File: src/rtl/empaquetador_2a8.sv
// Packs a stream of 2-bit symbols into WORD_W-bit words behind a one-entry
// registered valid/ready output; flush closes a partial word with zero padding.
module empaquetador_2a8 #(
  parameter int WORD_W    = 8,
  parameter bit MSB_FIRST = 1'b1
) (
  input  logic                          clk,
  input  logic                          reset_L,
  input  logic [1:0]                    data_in,
  input  logic                          valid_in,
  output logic                          ready_in,
  input  logic                          flush,
  output logic [WORD_W-1:0]             data_out,
  output logic                          valid_out,
  input  logic                          ready_out,
  output logic [$clog2(WORD_W/2)-1:0]   slot_cnt,
  output logic [7:0]                    word_count
);
  localparam int N_SLOT = WORD_W/2;
  localparam int SW     = $clog2(N_SLOT);
  localparam logic [SW-1:0] LAST = SW'(N_SLOT-1);

  logic [SW-1:0]     slot_q, slot_d;
  logic [WORD_W-1:0] acc_q, acc_d, acc_ins, dout_q, dout_d;
  logic              vout_q, vout_d, pend_q, pend_d;
  logic [7:0]        wcnt_q, wcnt_d;
  logic              accept, deliver, free, complete, close, load, stall;

  assign deliver  = vout_q & ready_out;
  assign free     = ~vout_q | ready_out;
  // Only the word-completing symbol has to wait for the output register.
  assign stall    = (slot_q == LAST) & vout_q & ~ready_out;
  assign ready_in = reset_L & ~stall & ~pend_q;
  assign accept   = valid_in & ready_in;
  assign complete = accept & (slot_q == LAST);
  assign close    = ~complete & (pend_q | (flush & (accept | (slot_q != '0))));
  assign load     = complete | (close & free);

  always_comb begin
    acc_ins = acc_q;
    for (int k = 0; k < N_SLOT; k++) begin
      if (accept && slot_q == SW'(k))
        acc_ins[(MSB_FIRST ? WORD_W-2-2*k : 2*k) +: 2] = data_in;
    end
  end

  always_comb begin
    slot_d = slot_q;
    acc_d  = acc_q;
    dout_d = dout_q;
    vout_d = vout_q;
    pend_d = pend_q;
    wcnt_d = wcnt_q + {7'd0, deliver};
    if (load) begin
      dout_d = acc_ins;
      vout_d = 1'b1;
      acc_d  = '0;
      slot_d = '0;
      pend_d = 1'b0;
    end else begin
      if (deliver) vout_d = 1'b0;
      if (accept) begin
        acc_d  = acc_ins;
        slot_d = slot_q + SW'(1);
      end
      pend_d = close;
    end
  end

  always_ff @(posedge clk or negedge reset_L) begin
    if (!reset_L) begin
      slot_q <= '0;
      acc_q  <= '0;
      dout_q <= '0;
      vout_q <= 1'b0;
      pend_q <= 1'b0;
      wcnt_q <= '0;
    end else begin
      slot_q <= slot_d;
      acc_q  <= acc_d;
      dout_q <= dout_d;
      vout_q <= vout_d;
      pend_q <= pend_d;
      wcnt_q <= wcnt_d;
    end
  end

  assign data_out   = dout_q;
  assign valid_out  = vout_q;
  assign slot_cnt   = slot_q;
  assign word_count = wcnt_q;
endmodule
File: config.mk
export PLATFORM = sky130hd
export DESIGN_NAME = empaquetador_2a8
export DESIGN_NICKNAME = d
export VERILOG_FILES = /design/src/rtl/empaquetador_2a8.sv
export SDC_FILE = /design/constraint.sdc
export NUM_CORES = 1
export LEC_CHECK = 0
export ABC_AREA = 1
export CORE_MARGIN = 10
export CORE_UTILIZATION = 28
export CTS_CLUSTER_DIAMETER = 80
export CTS_CLUSTER_SIZE = 25
export DETAILED_ROUTE_END_ITERATION = 6
export GPL_TIMING_DRIVEN = 1
export PLACE_DENSITY = 0.5
export SYNTH_ARGS = -nofsm -noshare
export SYNTH_HDL_FRONTEND = slang
export SYNTH_SLANG_ARGS = --single-unit
File: constraint.sdc
create_clock -name clk -period 2.35 [get_ports clk]
set_clock_uncertainty 0.1 [all_clocks]
set_input_delay 0.47 -clock clk [delete_from_list [all_inputs] [get_ports clk]]
set_output_delay 0.47 -clock clk [all_outputs]
set_load 0.01 [all_outputs]
==> impl_metrics.env, run 1 <==
export IMPL_worstMarginPinSlew_ps=330
export IMPL_syn_cell_area_mm2=0.00136
export IMPL_synth_top_area_share_pct=51.5
export IMPL_finalHoldViolations=0
export IMPL_finalPower_mw=1.95
export IMPL_synth_nets=157
export IMPL_yosysMostFrequentCell="nand2_1"
export IMPL_switching_share_pct=35.5
export IMPL_clkTransAtPathRegs_ps=100
export IMPL_critical_path_class="in2out"
export IMPL_period_needed_ps=1940
export IMPL_insertion_delay_ps=270
export IMPL_gp_congestion=0.775
export IMPL_core_region_area_mm2=0.00472
export IMPL_yosysWarnings=0
export IMPL_cts_hold_buf=0
export IMPL_max_clock_path_buffers=2
export IMPL_period_share_pct=82.5
export IMPL_dieArea_mm2=0.00805
export IMPL_place_inst=239
export IMPL_hold_depth=1
export IMPL_dp_hpwl_um=2330
export IMPL_start_util_pct=28.8
export IMPL_grt_pass1_vias=1109
export IMPL_cap_violations=0
export IMPL_drc=0
export IMPL_seq_area_frac_synth_pct=51.5
export IMPL_netlist_cell_type_count=23
export IMPL_ir_drop_uv=430
export IMPL_drt_wl_total_um=3020
export IMPL_tns_ps=0
export IMPL_design_area_mm2=0.00178
export IMPL_synth_edf_count=0
export IMPL_cp_end_kind="primary output"
export IMPL_yosysTopAreaCell="dfrtp_1"
export IMPL_post_dp_cell_area_mm2=0.00170
export IMPL_worst_path_stages=6
export IMPL_postCtsSetupRepairBufs=0
export IMPL_slew_violations=0
export IMPL_drtPass1Iterations=4
export IMPL_antenna_left=0
export IMPL_port_buffers=26
export IMPL_antennaDiodeCount=0
export IMPL_crit_buf_inv=3
export IMPL_outcome="finished clean"
export IMPL_worst_slack_ps=412
export IMPL_synth_seq_cells=28
export IMPL_cts_buffers=3
export IMPL_synth_ff_type="dfrtp_1"
export IMPL_synthToLayoutAreaGrowth_pct=30.9
export IMPL_worstRegToRegCells=11
export IMPL_instances_no_fill=243
export IMPL_power_density_mw_per_mm2=1090
export IMPL_routed_via_density=4.21
export IMPL_cts_sinks=28
export IMPL_grt_use_total_pct=8.04
export IMPL_root_buffer="clkbuf_8"
export IMPL_crit_family="buffers and inverters"
export IMPL_r2r_end="acc_q[2]"
export IMPL_slew_headroom_pct=78.0
export IMPL_switchingPower_mw=0.691
export IMPL_worstSetupStartpoint="ready_out"
export IMPL_cts_resized_gates=1
export IMPL_startpoint_type="primary input"
export IMPL_syn_avg_cell_area_um2=9.44
export IMPL_hold_ws_ps=375
export IMPL_vias=1023
export IMPL_synth_common_cells="nand2_1 (39), dfrtp_1 (28), inv_1 (14), nand3_1 (13)"
export IMPL_synth_area_leaders="dfrtp_1 (52%), nand2_1 (11%), ha_1 (5.5%), nand3_1 (4.8%), inv_1 (3.9%)"
export IMPL_die_w_um=89.7
export IMPL_antenna_found_initial=0
export IMPL_cts_tree="built"
export IMPL_layout_drive_gt1_share_pct=15.9
export IMPL_place_ws_ps=12.8
export IMPL_min_path_type="reg2reg"
export IMPL_worstPathArrival_ps=1370
export IMPL_wl_per_cell_um=12.4
export IMPL_slowest_delay_ps=480
export IMPL_grt_max_degree=26
export IMPL_crit_end="ready_in"
export IMPL_p_leak_nw=0.877
export IMPL_required_ps=1780
export IMPL_h_tree_depth=1
export IMPL_path_cells="clkdlybuf4s50_1 > inv_1 > nand3_2 > nand2_1 > nor2_1 > dlymetal6s2s_1"
export IMPL_netlist_instances=144
export IMPL_grt_overflow=0
export IMPL_fmax_ghz=0.516
export IMPL_crit_fanout=2
export IMPL_num_rows=25
export IMPL_grt_first_pass_wirelength_um=5070
export IMPL_die_y_um=89.7
export IMPL_cp_slowest_cell="clkdlybuf4s50_1"
export IMPL_p_comb_share_pct=41.3
export IMPL_utilization_pct=37.7
export IMPL_setup_viol=0
export IMPL_num_io_pins=27
export IMPL_p_seq_share_pct=39.0
export IMPL_finalNetCount=190
export IMPL_reg2reg_from="slot_cnt[0]"
export IMPL_grt_setup_unrepaired="no"
export IMPL_internal_power_mw=1.26
export IMPL_synthArstFlopShare_pct=100
export IMPL_r2r_setup_slack_ps=510
export IMPL_p_clk_share_pct=19.7
export IMPL_drtIter0Drc=17
==> kinds of logic (layout without fill, tap and decap cells) <==
logic type,count (synthesis),in the layout,synth area share [%]
AO/OA/AOI/OAI,14,14,6.99
flip-flops,28,28,51.5
buffers and inverters,19,51,7.45
adder cells (fa/ha/maj),6,6,5.52
AND/OR/NAND/NOR,71,71,24.7
XOR/XNOR,6,6,3.86
==> sequential cells by signal, indices dropped and copies added, names as in the netlist <==
name and count:
acc_q 8, data_out 8, word_count 8, slot_cnt 2
pend_q 1, valid_out 1
==> placed cells by master, fill, tap and decap left out, types with 4 or more instances in the layout <==
cell type | Yosys | final
nand3_1 | 13 | 13
nor2_1 | 5 | 5
nand2_1 | 39 | 39
ha_1 | 6 | 5
clkdlybuf4s50_1 | 0 | 25
dfrtp_1 | 28 | 28
buf_4 | 1 | 6
a21oi_2 | 6 | 6
inv_1 | 14 | 14
o21ai_1 | 4 | 4
==> per-layer routing <==
| metal | vias to the layer above | wire [µm] | global-route usage (%) |
|---|---|---|---|
| li1 | 518 | - | - |
| met1 | 484 | 1310 | 9.06 |
| met2 | 19 | 1440 | 13.5 |
| met3 | 2 | 240 | 2.80 |
| met4 | 0 | 24 | 3.47 |
| met5 | - | 0 | 0 |
==> power by group through the flow <==
stage / combinational (mW) / sequential [mW] / clock, mW
after global routing: 0.898 / 0.786 / 0.422
after detailed placement: 0.817 / 0.772 / 0
after global placement: 0.801 / 0.764 / 0
after CTS: 0.824 / 0.762 / 0.400
final: 0.804 / 0.760 / 0.384
after floorplan: 0.404 / 0.812 / 0
==> worst min-delay path by stage <==
stage | slack, ps | to | startpoint
floorplan | 70 | acc_q[0] | reset_L
global placement | 370 | word_count[7] | word_count[7]
detailed placement | 370 | word_count[7] | word_count[7]
CTS | 380 | word_count[7] | word_count[7]
global route | 410 | word_count[7] | word_count[7]
finish | 370 | word_count[7] | word_count[7]
==> worst reg2reg max path, delay by kind of cell, from the launching register on <==
kind | cells | cell delay [ps]
AND/OR/NAND/NOR | 8 | 770
buffers and inverters | 2 | 190
adder cells (fa/ha/maj) | 1 | 240
flip-flops | 1 | 450
==> area by class of cell <==
class	instances	area, µm²
fill	473	2940
timing repair buffer	32	308
clock buffer	3	41.3
inverter	15	56.3
sequential	28	701
tap	67	83.8
multi-input combinational	97	561
clock inverter	1	30.0
Power figures use the tool's default switching activity.
==> inputs of run 2 (changes only) <==
--- a/config.mk
+++ b/config.mk
@@ -12,7 +12,7 @@
 export CTS_CLUSTER_SIZE = 25
 export DETAILED_ROUTE_END_ITERATION = 6
 export GPL_TIMING_DRIVEN = 1
-export PLACE_DENSITY = 0.5
+export PLACE_DENSITY = 0.51
 export SYNTH_ARGS = -nofsm -noshare
 export SYNTH_HDL_FRONTEND = slang
 export SYNTH_SLANG_ARGS = --single-unit
==> constraint.sdc (replaced) <==
create_clock -name clk -period 1.6 [get_ports clk]
set_clock_uncertainty 0.1 [all_clocks]
set_input_delay 0.32 -clock clk [delete_from_list [all_inputs] [get_ports clk]]
set_output_delay 0.32 -clock clk [all_outputs]
set_load 0.01 [all_outputs]
==> run 2 against run 1 <==
Critical path type is now reg2reg. Sequential share of layout area is 4.4 points lower. Critical path depth is 6 higher. Largest power group unchanged. Critical endpoint is now data_out[7]. The run now ends with negative setup slack left. Combinational power is 84% higher.
==> impl_metrics.env, run 2 (synthesis results as in run 1) <==
export IMPL_ir_drop_uv=540
export IMPL_cts_sinks=28
export IMPL_layout_drive_gt1_share_pct=30.6
export IMPL_slew_violations=0
export IMPL_layout_commonest_cell="nand2_1"
export IMPL_min_path_type="in2async"
export IMPL_fillers=464
export IMPL_die_w_um=89.7
export IMPL_place_ws_ps=-431
export IMPL_grt_pass1_vias=1204
export IMPL_finalNetCount=210
export IMPL_cp_end_kind="flip-flop"
export IMPL_outcome="finished, violations left"
export IMPL_setup_viol=16
export IMPL_antenna_left=0
export IMPL_worstMarginPinSlew_ps=315
export IMPL_gp_congestion=0.776
export IMPL_fmax_ghz=0.608
export IMPL_grt_use_total_pct=8.85
export IMPL_tns_ps=-272
export IMPL_antenna_found_initial=0
export IMPL_grt_max_degree=25
export IMPL_critical_path_class="reg2reg"
export IMPL_cts_tree="built"
export IMPL_dieArea_mm2=0.00805
export IMPL_drtIter0Drc=33
export IMPL_finalHoldViolations=0
export IMPL_num_io_pins=27
export IMPL_max_clock_path_buffers=2
export IMPL_switching_share_pct=36.1
export IMPL_crit_fanout=8
export IMPL_h_tree_depth=1
export IMPL_grt_setup_unrepaired="yes"
export IMPL_drt_wl_total_um=3330
export IMPL_insertion_delay_ps=280
export IMPL_worst_slack_ps=-43.4
export IMPL_die_y_um=89.7
export IMPL_slew_headroom_pct=79.0
export IMPL_p_clk_share_pct=18.0
export IMPL_grt_overflow=0
export IMPL_required_ps=1670
export IMPL_synthToLayoutAreaGrowth_pct=47.4
export IMPL_wl_per_cell_um=12.7
export IMPL_core_region_area_mm2=0.00472
export IMPL_worstPathArrival_ps=1720
export IMPL_cap_violations=0
export IMPL_switchingPower_mw=1.13
export IMPL_violations="negative setup slack"
export IMPL_startpoint_type="flip-flop"
export IMPL_p_comb_share_pct=47.2
export IMPL_port_buffers=26
export IMPL_dp_hpwl_um=2430
export IMPL_grt_first_pass_wirelength_um=5590
export IMPL_mostFrequentLayoutCells="nand2_1 (35), dfrtp_1 (28), buf_4 (21), dlygate4sd2_1 (20), inv_1 (13)"
export IMPL_start_util_pct=28.8
export IMPL_vias=1125
export IMPL_period_needed_ps=1640
export IMPL_clkTransAtPathRegs_ps=100
export IMPL_p_leak_nw=1.05
export IMPL_period_share_pct=103
export IMPL_antennaDiodeCount=0
export IMPL_drtPass1Iterations=4
export IMPL_p_seq_share_pct=34.7
export IMPL_cts_buffers=3
export IMPL_num_rows=25
export IMPL_power_density_mw_per_mm2=1570
export IMPL_root_buffer="clkbuf_8"
export IMPL_internal_power_mw=2.01
export IMPL_routed_via_density=4.28
export IMPL_drc=0
[run 2: changes by cell type in the layout (fill, tap and decap cells not counted), moves of 4 or more]
cell | previous run | this run
nand2_1 | 39 | 35
clkdlybuf4s50_1 | 25 | 5
buf_4 | 6 | 21
dlygate4sd2_1 | 0 | 20
[run 2: area by class of cell]
cell class                 instances  area, µm²  share of cell area (%)
clock buffer                       3       41.3                    2.06
clock inverter                     1       30.0                    1.50
inverter                          15       56.3                    2.81
multi-input combinational         97        626                    31.2
sequential                        28        701                    35.0
tap                               67       83.8                    4.18
timing repair buffer              52        467                    23.3
[run 2: layer usage]
metal / GRT usage [%] / wire length [µm] / vias up / part of all wire [%]
met5: 0 / 0 / - / 0
met4: 3.03 / 22 / 0 / 0.66
met3: 3.07 / 213 / 2 / 6.4
met2: 15.4 / 1650 / 19 / 50
met1: 9.77 / 1440 / 544 / 43
li1: - / - / 560 / -
[run 2: power by group through the flow]
stage / Clock (mW) / Sequential [mW] / Combinational, mW
6_report: 0.567 / 1.09 / 1.48
4_1_cts: 0.598 / 1.08 / 1.39
5_1_grt: 0.623 / 1.12 / 1.65
3_5_place_dp: 0 / 1.11 / 1.42
2_1_floorplan: 0 / 1.19 / 0.597
3_3_place_gp: 0 / 1.10 / 1.39
[run 2: metrics by stage]
| step | hold slack, ps | instances | instance area, µm² | utilization, % | total power [mW] |
|---|---|---|---|---|---|
| 6_report | 43.4 | 263 | 2000 | 42.4 | 3.14 |
| 5_1_grt | 57.4 | 263 | 2000 | 42.4 | 3.40 |
| 4_1_cts | 23.5 | 261 | 1930 | 40.8 | 3.07 |
| 3_5_place_dp | 365 | 254 | 1830 | 38.8 | 2.54 |
| 3_3_place_gp | 367 | 254 | 1830 | 38.8 | 2.49 |
| 2_1_floorplan | -75.6 | 144 | 1360 | - | 1.79 |
[run 2: path summary, 6_finish.rpt]
check	cells past startpoint	from	end	slack, ps
max	12	slot_cnt[0]	data_out[7]	-40
min	2	reset_L	slot_cnt[0]	40
max reg2reg	12	slot_cnt[0]	data_out[7]	-40
min reg2reg	1	word_count[7]	word_count[7]	370
max in group asynchronous	2	reset_L	acc_q[3]	1010
min in group clk	1	word_count[7]	word_count[7]	370
[run 2: timing repair]
item / 4_1_cts / 5_1_grt
endpoints found under the setup margin: 38 / 21
buffers inserted: 3 / 1
resized for setup: 33 / 10
cloned: 0 / 1
hold buffers: 0 / 0
pin swaps: 4 / 2
[run 2: worst max-delay path, stage by stage, from the launching register on]
cell and delay, ps:
dfrtp_1 370, ha_2 200, nand3_2 80, buf_6 130, nand3_4 70, nand2_2 60
nand2_2 60, nand2_2 60, nand2_4 70, nand2_4 70, buf_12 140, nand2_1 60
nand2_1 50
